===== config.mk =====
export PLATFORM = sky130hd
export DESIGN_NAME = sipo_word_collector_flat
export DESIGN_NICKNAME = d
export VERILOG_FILES = /design/src/rtl/sipo_word_collector_if.sv /design/src/rtl/sipo_word_collector.sv /design/src/flat_wrapper.sv
export SDC_FILE = /design/constraint.sdc
export NUM_CORES = 1
export LEC_CHECK = 0
export ABC_CLOCK_PERIOD_IN_PS = 1300
export CORE_AREA = 2 2 68 70
export DETAILED_ROUTE_END_ITERATION = 6
export DIE_AREA = 0 0 70 72
export PLACE_DENSITY = 0.74
export SLEW_MARGIN = 20
export SYNTH_ARGS = -nofsm -noshare
export SYNTH_HDL_FRONTEND = slang
export SYNTH_SLANG_ARGS = --single-unit
export TNS_END_PERCENT = 20

===== constraint.sdc =====
create_clock -name clk -period 1.3 [get_ports clk]
set_input_delay 0.195 -clock clk [delete_from_list [all_inputs] [get_ports clk]]
set_output_delay 0.195 -clock clk [all_outputs]
set_load 0.02 [all_outputs]

===== src/rtl/sipo_word_collector_if.sv =====
// Bus between a word source/frame sink and the serial-in/parallel-out collector.
//   in_valid/in_ready/din : serial word handshake into the collector
//   flush                 : synchronous abort of the frame being built or held
//   out_valid/out_ready   : frame handshake out of the collector
//   dout                  : parallel frame, dout[MEMORY_WID-1] holds the first word received
//   count                 : words held in the current frame, 0..MEMORY_WID
interface sipo_word_collector_if #(
    parameter int unsigned DATA_WID   = 8,
    parameter int unsigned MEMORY_WID = 5
);
    localparam int unsigned CNT_W = $clog2(MEMORY_WID + 1);

    logic                in_valid;
    logic                in_ready;
    logic [DATA_WID-1:0] din;
    logic                flush;
    logic                out_valid;
    logic                out_ready;
    logic [DATA_WID-1:0] dout [0:MEMORY_WID-1];
    logic [CNT_W-1:0]    count;

    // Source/sink side of the collector
    modport master (
        output in_valid, din, flush, out_ready,
        input  in_ready, out_valid, dout, count
    );

    // Collector side
    modport slave (
        input  in_valid, din, flush, out_ready,
        output in_ready, out_valid, dout, count
    );
endinterface


===== src/rtl/sipo_word_collector.sv =====
// Serial-in/parallel-out word collector. Shifts in one word per accepted
// handshake and presents MEMORY_WID words as one frame with valid/ready.
// Ordering is the inverse of the parallel-to-serial shifter, so loopback
// reproduces the original array.
//   clk   : rising-edge clock
//   rst_n : asynchronous active-low reset
//   bus   : collector (slave) side of sipo_word_collector_if
module sipo_word_collector #(
    parameter int unsigned DATA_WID   = 8,
    parameter int unsigned MEMORY_WID = 5
) (
    input  logic                  clk,
    input  logic                  rst_n,
    sipo_word_collector_if.slave  bus
);
    localparam int unsigned CNT_W = $clog2(MEMORY_WID + 1);

    typedef enum logic {
        FILL = 1'b0,
        FULL = 1'b1
    } state_t;

    state_t              state_q, state_d;
    logic [CNT_W-1:0]    count_q, count_d;
    logic [DATA_WID-1:0] mem_q [MEMORY_WID];
    logic [DATA_WID-1:0] mem_d [MEMORY_WID];

    logic in_ready_c;
    logic accept_c;
    logic deliver_c;
    logic shift_c;
    logic clear_c;

    // A held frame frees the input only when it is consumed in the same cycle
    assign in_ready_c = (state_q == FILL) || bus.out_ready;
    assign accept_c   = bus.in_valid && in_ready_c;
    assign deliver_c  = (state_q == FULL) && bus.out_ready;

    // Next-state, count and shift/clear controls; flush overrides everything
    always_comb begin
        state_d = state_q;
        count_d = count_q;
        shift_c = 1'b0;
        clear_c = 1'b0;
        if (bus.flush) begin
            state_d = FILL;
            count_d = '0;
            clear_c = 1'b1;
        end else begin
            unique case (state_q)
                FILL: begin
                    if (accept_c) begin
                        shift_c = 1'b1;
                        if (count_q == CNT_W'(MEMORY_WID - 1)) begin
                            count_d = CNT_W'(MEMORY_WID);
                            state_d = FULL;
                        end else begin
                            count_d = count_q + CNT_W'(1);
                        end
                    end
                end
                FULL: begin
                    if (deliver_c) begin
                        state_d = FILL;
                        // A word arriving with the delivery starts the next frame
                        if (accept_c) begin
                            shift_c = 1'b1;
                            count_d = CNT_W'(1);
                        end else begin
                            count_d = '0;
                        end
                    end
                end
                default: begin
                    state_d = FILL;
                    count_d = '0;
                end
            endcase
        end
    end

    // Shift register next state: newest word enters at index 0
    always_comb begin
        for (int i = 0; i < int'(MEMORY_WID); i++) begin
            mem_d[i] = mem_q[i];
        end
        if (clear_c) begin
            for (int i = 0; i < int'(MEMORY_WID); i++) begin
                mem_d[i] = '0;
            end
        end else if (shift_c) begin
            mem_d[0] = bus.din;
            for (int i = 1; i < int'(MEMORY_WID); i++) begin
                mem_d[i] = mem_q[i-1];
            end
        end
    end

    // State and count registers
    always_ff @(posedge clk or negedge rst_n) begin
        if (!rst_n) begin
            state_q <= FILL;
            count_q <= '0;
        end else begin
            state_q <= state_d;
            count_q <= count_d;
        end
    end

    // Word storage
    always_ff @(posedge clk or negedge rst_n) begin
        if (!rst_n) begin
            for (int i = 0; i < int'(MEMORY_WID); i++) begin
                mem_q[i] <= '0;
            end
        end else begin
            for (int i = 0; i < int'(MEMORY_WID); i++) begin
                mem_q[i] <= mem_d[i];
            end
        end
    end

    // Outputs: dout is the storage itself, out_valid is the FULL state
    always_comb begin
        for (int i = 0; i < int'(MEMORY_WID); i++) begin
            bus.dout[i] = mem_q[i];
        end
    end

    assign bus.in_ready  = in_ready_c;
    assign bus.out_valid = (state_q == FULL);
    assign bus.count     = count_q;

endmodule


===== src/flat_wrapper.sv =====
// flat-port wrapper written by rule: the top's interface ports become plain ports
module sipo_word_collector_flat 
#(
    parameter int unsigned DATA_WID   = 8,
    parameter int unsigned MEMORY_WID = 5
)
  (clk, rst_n, bus_in_valid, bus_din, bus_flush, bus_out_ready, bus_in_ready, bus_out_valid, bus_dout, bus_count);
  sipo_word_collector_if #(.DATA_WID(DATA_WID), .MEMORY_WID(MEMORY_WID)) bus_i ();
  input  logic clk;
  input  logic rst_n;
  input wire logic [$bits(bus_i.in_valid)-1:0] bus_in_valid;
  input wire logic [$bits(bus_i.din)-1:0] bus_din;
  input wire logic [$bits(bus_i.flush)-1:0] bus_flush;
  input wire logic [$bits(bus_i.out_ready)-1:0] bus_out_ready;
  output wire logic [$bits(bus_i.in_ready)-1:0] bus_in_ready;
  output wire logic [$bits(bus_i.out_valid)-1:0] bus_out_valid;
  output wire logic [$bits(bus_i.dout)-1:0] bus_dout;
  output wire logic [$bits(bus_i.count)-1:0] bus_count;
  assign bus_i.in_valid = bus_in_valid;
  assign bus_i.din = bus_din;
  assign bus_i.flush = bus_flush;
  assign bus_i.out_ready = bus_out_ready;
  assign bus_in_ready = bus_i.in_ready;
  assign bus_out_valid = bus_i.out_valid;
  assign bus_dout = {>>{bus_i.dout}};
  assign bus_count = bus_i.count;
  sipo_word_collector #(.DATA_WID(DATA_WID), .MEMORY_WID(MEMORY_WID)) u_core (.clk(clk), .rst_n(rst_n), .bus(bus_i));
endmodule

==> results of run 1 <==
## how the worst min path moves through the flow
stage	slack [ns]	startpoint	end	depth (start not counted)
detailed placement	0.19	rst_n	u_core.bus.dout[39]	2
CTS	0.41	rst_n	u_core.bus.dout[10]	3
global route	0.43	rst_n	u_core.bus.dout[19]	3
floorplan	-0.10	rst_n	u_core.bus.count[0]	0
global placement	0.18	rst_n	u_core.bus.dout[4]	2
finish	0.40	rst_n	u_core.bus.dout[5]	3
## flip-flops by register name, summed over array words and instances (netlist names)
signal,flops
u_core.bus.count,3
u_core.bus.out_valid,1
u_core.bus.dout,40
## what timing repair did
action | CTS | global route
hold buffers | 1 | 0
buffers inserted | 0 | 1
gates cloned | 0 | 1
hold endpoints to repair | 44 | 0
pin swaps | 0 | 1
setup endpoints to repair | 87 | 44
gates resized for setup | 45 | 7
## through the flow
step,power (mW),util (%),worst slack [ns]
6_report,2.57,56.9,-0.0441
5_1_grt,2.69,56.9,-0.0690
4_1_cts,2.59,56.3,-0.0537
3_5_place_dp,1.82,55.5,-0.316
3_3_place_gp,1.81,55.5,-0.280
2_1_floorplan,1.63,-,0.0143
## cell type report
class	count	share of cell area, %
timing repair buffer	71	27.0
sequential	44	45.4
clock inverter	1	0.206
inverter	2	0.309
tap	52	2.68
multi-input combinational	60	21.4
clock buffer	6	2.99
## synthesized netlist by cell type
master / n
a21oi_1: 1
a21oi_2: 1
a221oi_1: 1
a22o_1: 40
and3b_1: 1
buf_2: 4
buf_6: 5
dfrtp_1: 44
ha_1: 2
inv_1: 2
mux2i_1: 2
nand2_1: 2
nand2b_1: 1
nand2b_2: 1
nand3_1: 1
nand3b_1: 1
nand4b_1: 1
nor2_1: 3
o21ai_0: 1
o2bb2ai_1: 1
## routing by layer
| layer | part of all wire [%] | up-vias | GRT usage, % |
|---|---|---|---|
| met5 | 0 | - | 0 |
| met4 | 1.5 | 0 | 4.70 |
| met3 | 6.9 | 6 | 5.14 |
| met2 | 45 | 52 | 22.4 |
| met1 | 46 | 625 | 19.8 |
| li1 | - | 577 | - |
## worst max-delay path, delay by kind of cell
family / cells / cell delay (ns)
buffers and inverters: 3 / 0.73
AND/OR/NAND/NOR: 2 / 0.39
AO/OA/AOI/OAI: 1 / 0.19
## logic make-up after synthesis
family | Yosys count | synth area share (%)
multiplexers | 2 | 1.19
buffers and inverters | 11 | 4.99
AND/OR/NAND/NOR | 11 | 3.80
AO/OA/AOI/OAI | 45 | 23.0
adder cells (fa/ha/maj) | 2 | 1.49
flip-flops | 44 | 65.5
## power groups by stage
stage / Clock [mW] / Combinational (mW) / Sequential (mW)
after floorplan: 0 / 0.115 / 1.51
after CTS: 0.822 / 0.333 / 1.44
after detailed placement: 0 / 0.358 / 1.47
final: 0.791 / 0.338 / 1.44
after global placement: 0 / 0.343 / 1.47
after global routing: 0.878 / 0.367 / 1.44
## cells in the final DEF, fill, tap and decap left out, types with 2 or more instances in the layout
| cell | count |
|---|---|
| nand2_1 | 2 |
| clkdlybuf4s50_1 | 11 |
| dlygate4sd2_1 | 44 |
| a22o_1 | 40 |
| nor2_1 | 3 |
| buf_4 | 7 |
| inv_1 | 2 |
| buf_6 | 2 |
| buf_12 | 3 |
| buf_2 | 2 |
| ha_1 | 2 |
| clkbuf_8 | 5 |
| dfrtp_1 | 43 |
==> out/qor.csv, run 1 <==
stage,metric,value,unit
cells_and_area,area grow syn2layout,44.5,%
sta,f_max,744,MHz
setup_path,Critical Path Start,bus_out_ready,
status,status,"complete, but fails checks",
cts,Clock Tree Root,clkbuf_8,
logic_synthesis,"top cells by area, synth","dfrtp_1, a22o_1, buf_6, ha_1, buf_2",
die,die area,5040,um2
route,via count,1260,
global_routing,vias in the first global route,1184,
setup_path,crit-path max FO,31,
cts,CTS tree,yes,
route,vias per std cell,5.34,
global_routing,GRT Overall Usage,14.7,%
worst_hold_path,Hold Path Class,in -> async,
die,width of the die,70,um
cells_and_area,register area,1100,um2
global_routing,initial antenna violation count,0,
sta,Final Hold Vio Count,0,
sta,# setup viols final,36,
setup_path,crit path DAT,1.52,ns
sta,slack of the critical path,-0.0441,ns
die,Initial Utilization,39.4,%
power,leak pwr,1.33,nW
status,failing checks,setup timing,
route,Antenna Nets Post-Route,0,
place,HPWL Detailed,2560,um
place,gp weighted congestion,0.763,
cells_and_area,final instance area,2430,um2
route,DRT Pass-1 Iters,4,
die,Rows,24,
setup_path,CP Data Required Time,1.47,ns
route,Post-Route WL,3690,um
route,DRC viols,0,
power,switching power,0.645,mW
cts,H-tree depth,2,
sta,post-layout minimum cycle time,1.34,ns
cells_and_area,FILL cells,352,
logic_synthesis,Synth Register Bits,44,
die,core area,4260,um2
logic_synthesis,syn_nets,130,
power,Flop pwr share,56.0,%
sta,fin. max-slew vios,0,
logic_synthesis,sequential cell area fraction in the yosys report,65.5,%
setup_path,"Critical Path, Cell by Cell","clkdlybuf4s50_1, nand2b_4, buf_6, and3b_2, buf_12, a22o_1",
cells_and_area,area of the multi-input gates,519,um2
place,placed cell count,226,
global_routing,first-pass GRT wire length,5890,um
sta,RSZ-0062 raised after global routing,true,
setup_path,worst stage delay on the critical path,0.44,ns
sta,Slew HR,84.6,%
power,Cell Pwr Density,1060,nW/um2
power,Int Power,1.92,mW
cts,Clock Sinks,44,
die,Die Y,72,um
cells_and_area,fin nets,199,
setup_path,CP endpoint,u_core.bus.dout[31],
setup_path,FF-to-FF path depth,5,
logic_synthesis,yosys warns,0,
power,Comb pwr share,13.2,%
logic_synthesis,Mapped Area,1680,um2
sta,Hold WS,0.403,ns
global_routing,largest net degree at the start of global routing,45,
route,DR WL/cell,15.6,um
setup_path,Setup crit start kind,input port,
logic_synthesis,top-area cell type share of the netlist area,65.5,%
power,sw frac,25.1,%
power,Worst VDD drop,0.422,mV
logic_synthesis,Post-Synthesis Mean Instance Area,14.6,um2
cells_and_area,layout cell share with drive strength beyond 1,14.7,%
setup_path,R2R Setup Slk,-0.02,ns
sta,Clock Skew,0.00697,ns
setup_path,reg2reg start,u_core.bus.out_valid,
logic_synthesis,leading area contributor after synthesis,dfrtp_1,
sta,fin crit share,103,%
power,clock group share of total power,30.8,%
setup_path,Worst R2R End,u_core.bus.dout[31],
global_routing,GR Overflow Total,0,
cts,clk slew on worst S/H paths,0.08,ns
cells_and_area,final std cells w/o fill,236,
place,PortBufs,57,
logic_synthesis,number of distinct library cells after synthesis,20,
cts,worst-skew pair later-pin latency,0.29,ns
setup_path,Crit-path slowest cell,clkdlybuf4s50_1,
sta,Setup TNS,-0.935,ns
die,Ports,58,
cts,CTS buffer count,5,
setup_path,WS Path Type,in -> reg,
cells_and_area,diode count,0,
cts,clock buffer depth,2,
route,drt first-iter violations,68,
place,placed inst area,2370,um2
sta,Slew @ Worst Pin,0.231,ns
flow_run,max-cap violation count,0,
setup_path,nature of the critical path endpoint,flop,
logic_synthesis,cell count after synthesis,115,
Power figures use the tool's default switching activity.
==> run 2, diff against run 1 <==
MAX_ROUTING_LAYER = met4   (was default)
PLACE_DENSITY = default   (was 0.74)
PLACE_DENSITY_LB_ADDON = 0.3   (was default)
==> out/qor.csv, run 2 (synthesis gave the netlist of run 1 again) <==
stage,metric,value,unit,change
status,status,completed,,"was complete, but fails checks"
sta,RSZ-0062 raised after global routing,true,,unchanged
sta,Slew HR,73.4,%,was 84.6%
sta,post-layout minimum cycle time,1.26,ns,was 1.34 ns
worst_hold_path,Hold Path Class,in -> reg,,was in -> async
power,Worst VDD drop,0.531,mV,was 0.422 mV
setup_path,Setup crit start kind,flop,,was input port
cells_and_area,most frequent cells in the layout,"dlygate4sd2_1, dfrtp_1, a22o_1",,unchanged
route,via count,1238,,was 1260
cells_and_area,FILL cells,376,,was 352
cts,"Setup Fix Bufs, Post-CTS",0,,unchanged
route,DRC viols,0,,unchanged
cts,H-tree depth,2,,unchanged
cells_and_area,final instance area,2440,um2,was 2430 um2
cells_and_area,layout cell share with drive strength beyond 1,14.1,%,was 14.7%
sta,Final Hold Vio Count,0,,unchanged
cells_and_area,diode count,0,,unchanged
route,DRT Pass-1 Iters,4,,unchanged
global_routing,vias in the first global route,1290,,was 1184
place,HPWL Detailed,2850,um,was 2560 um
global_routing,GR Overflow Total,0,,unchanged
sta,slack of the critical path,0.0350,ns,was -0.0441 ns
route,Antenna Nets Post-Route,0,,unchanged
cts,CTS buffer count,5,,unchanged
cts,clk slew on worst S/H paths,0.07,ns,was 0.08 ns
cells_and_area,"most common cell after layout, fill and taps aside",dlygate4sd2_1,,unchanged
place,gp weighted congestion,0.739,,was 0.763
power,Total Power,2.65,mW,was 2.57 mW
cts,CTS tree,yes,,unchanged
cells_and_area,area grow syn2layout,45.5,%,was 44.5%
global_routing,largest net degree at the start of global routing,33,,was 45
power,sw frac,25.0,%,was 25.1%
cts,Clock Tree Root,clkbuf_8,,unchanged
route,vias per std cell,5.25,,was 5.34
power,Comb pwr share,12.7,%,was 13.2%
power,Cell Pwr Density,1080,nW/um2,was 1060 nW/um2
die,Rows,24,,unchanged
setup_path,WS Path Type,reg -> reg,,was in -> reg
power,leak pwr,1.33,nW,about the same
place,PortBufs,57,,unchanged
cells_and_area,final core utilization,57.3,%,was 56.9%
flow_run,max-cap violation count,0,,unchanged
place,placed inst area,2380,um2,was 2370 um2
die,Ports,58,,unchanged
setup_path,CP Data Required Time,1.51,ns,was 1.47 ns
global_routing,initial antenna violation count,0,,unchanged
route,DR WL/cell,16.6,um,was 15.6 um
power,switching power,0.663,mW,was 0.645 mW
global_routing,first-pass GRT wire length,6490,um,was 5890 um
cells_and_area,fin nets,198,,was 199
setup_path,R2R Setup Slk,0.04,ns,was -0.02 ns
die,width of the die,70,um,unchanged
global_routing,GRT Overall Usage,16.9,%,was 14.7%
sta,# setup viols final,0,,was 36
place,pre-CTS setup slack,-0.326,ns,was -0.316 ns
route,Post-Route WL,3910,um,was 3690 um
sta,Hold WS,0.328,ns,was 0.403 ns
sta,Clock Skew,0.00521,ns,was 0.00697 ns
setup_path,nature of the critical path endpoint,flop,,unchanged
power,clock group share of total power,33.0,%,was 30.8%
setup_path,crit-path max FO,4,,was 31
power,Int Power,1.99,mW,was 1.92 mW
cts,clock buffer depth,2,,unchanged
die,core area,4260,um2,unchanged
die,Die Y,72,um,unchanged
cts,worst-skew pair later-pin latency,0.29,ns,about the same
sta,f_max,791,MHz,was 744 MHz
cts,Clock Sinks,44,,unchanged
power,Flop pwr share,54.3,%,was 56.0%
setup_path,crit path DAT,1.47,ns,was 1.52 ns
sta,fin. max-slew vios,0,,unchanged
die,die area,5040,um2,unchanged
die,Initial Utilization,39.4,%,unchanged
sta,Slew @ Worst Pin,0.398,ns,was 0.231 ns
sta,fin crit share,97.3,%,was 103%
route,drt first-iter violations,87,,was 68
cells_and_area,number of flip-flops in the largest register,40,,unchanged
[run 2: what timing repair did]
item,CTS,global route
setup endpoints to repair,46,4
resized for setup,48,5
hold buffers,1,0
endpoints found under the hold margin,15,0
pin swaps,0,0
[run 2: worst max-delay path: stages, from the launching register on]
cell	delay (ns)
dfrtp_2	0.41
buf_6	0.13
mux2i_4	0.22
nand2b_1	0.11
buf_4	0.15
o2bb2ai_1	0.16
[run 2: stage by stage]
stage	setup TNS (ns)	instances
floorplan	0	115
global placement	-7.96	227
detailed placement	-9.91	227
CTS	-0.00503	236
global route	-0.0256	236
finish	0	236
[run 2: path summary, 6_finish.rpt]
path,startpoint,end,cells after the start
min in group asynchronous,rst_n,u_core.bus.dout[13],2
max in group asynchronous,rst_n,u_core.bus.dout[18],3
min reg2reg,u_core.bus.dout[5],u_core.bus.dout[5],1
max,u_core.bus.out_valid,u_core.bus.count[0],5
min,bus_out_ready,u_core.bus.out_valid,3
max reg2reg,u_core.bus.out_valid,u_core.bus.count[0],5
[run 2: cell type report]
cell class | instances | area (um2) | area share [%]
Clock inverter | 1 | 7.51 | 0.307
Sequential cell | 44 | 1100 | 45.1
Tap cell | 52 | 65.1 | 2.66
Timing Repair Buffer | 70 | 649 | 26.6
Multi-Input combinational cell | 60 | 527 | 21.5
Clock buffer | 7 | 86.3 | 3.53
Inverter | 2 | 7.51 | 0.307
[run 2: power by group through the flow]
| stage | Clock (mW) | Combinational (mW) | Sequential [mW] |
|---|---|---|---|
| after global routing | 0.963 | 0.364 | 1.45 |
| final | 0.874 | 0.337 | 1.44 |
| after global placement | 0 | 0.345 | 1.46 |
| after floorplan | 0 | 0.115 | 1.51 |
| after CTS | 0.904 | 0.338 | 1.44 |
| after detailed placement | 0 | 0.360 | 1.47 |
[run 2: layer usage]
layer	global-route usage, %	vias to the layer above	share of wire (%)
met5	-	-	0
met4	7.05	0	0.97
met3	3.89	6	5.8
met2	27.7	42	52
met1	20.3	614	41
li1	-	576	-
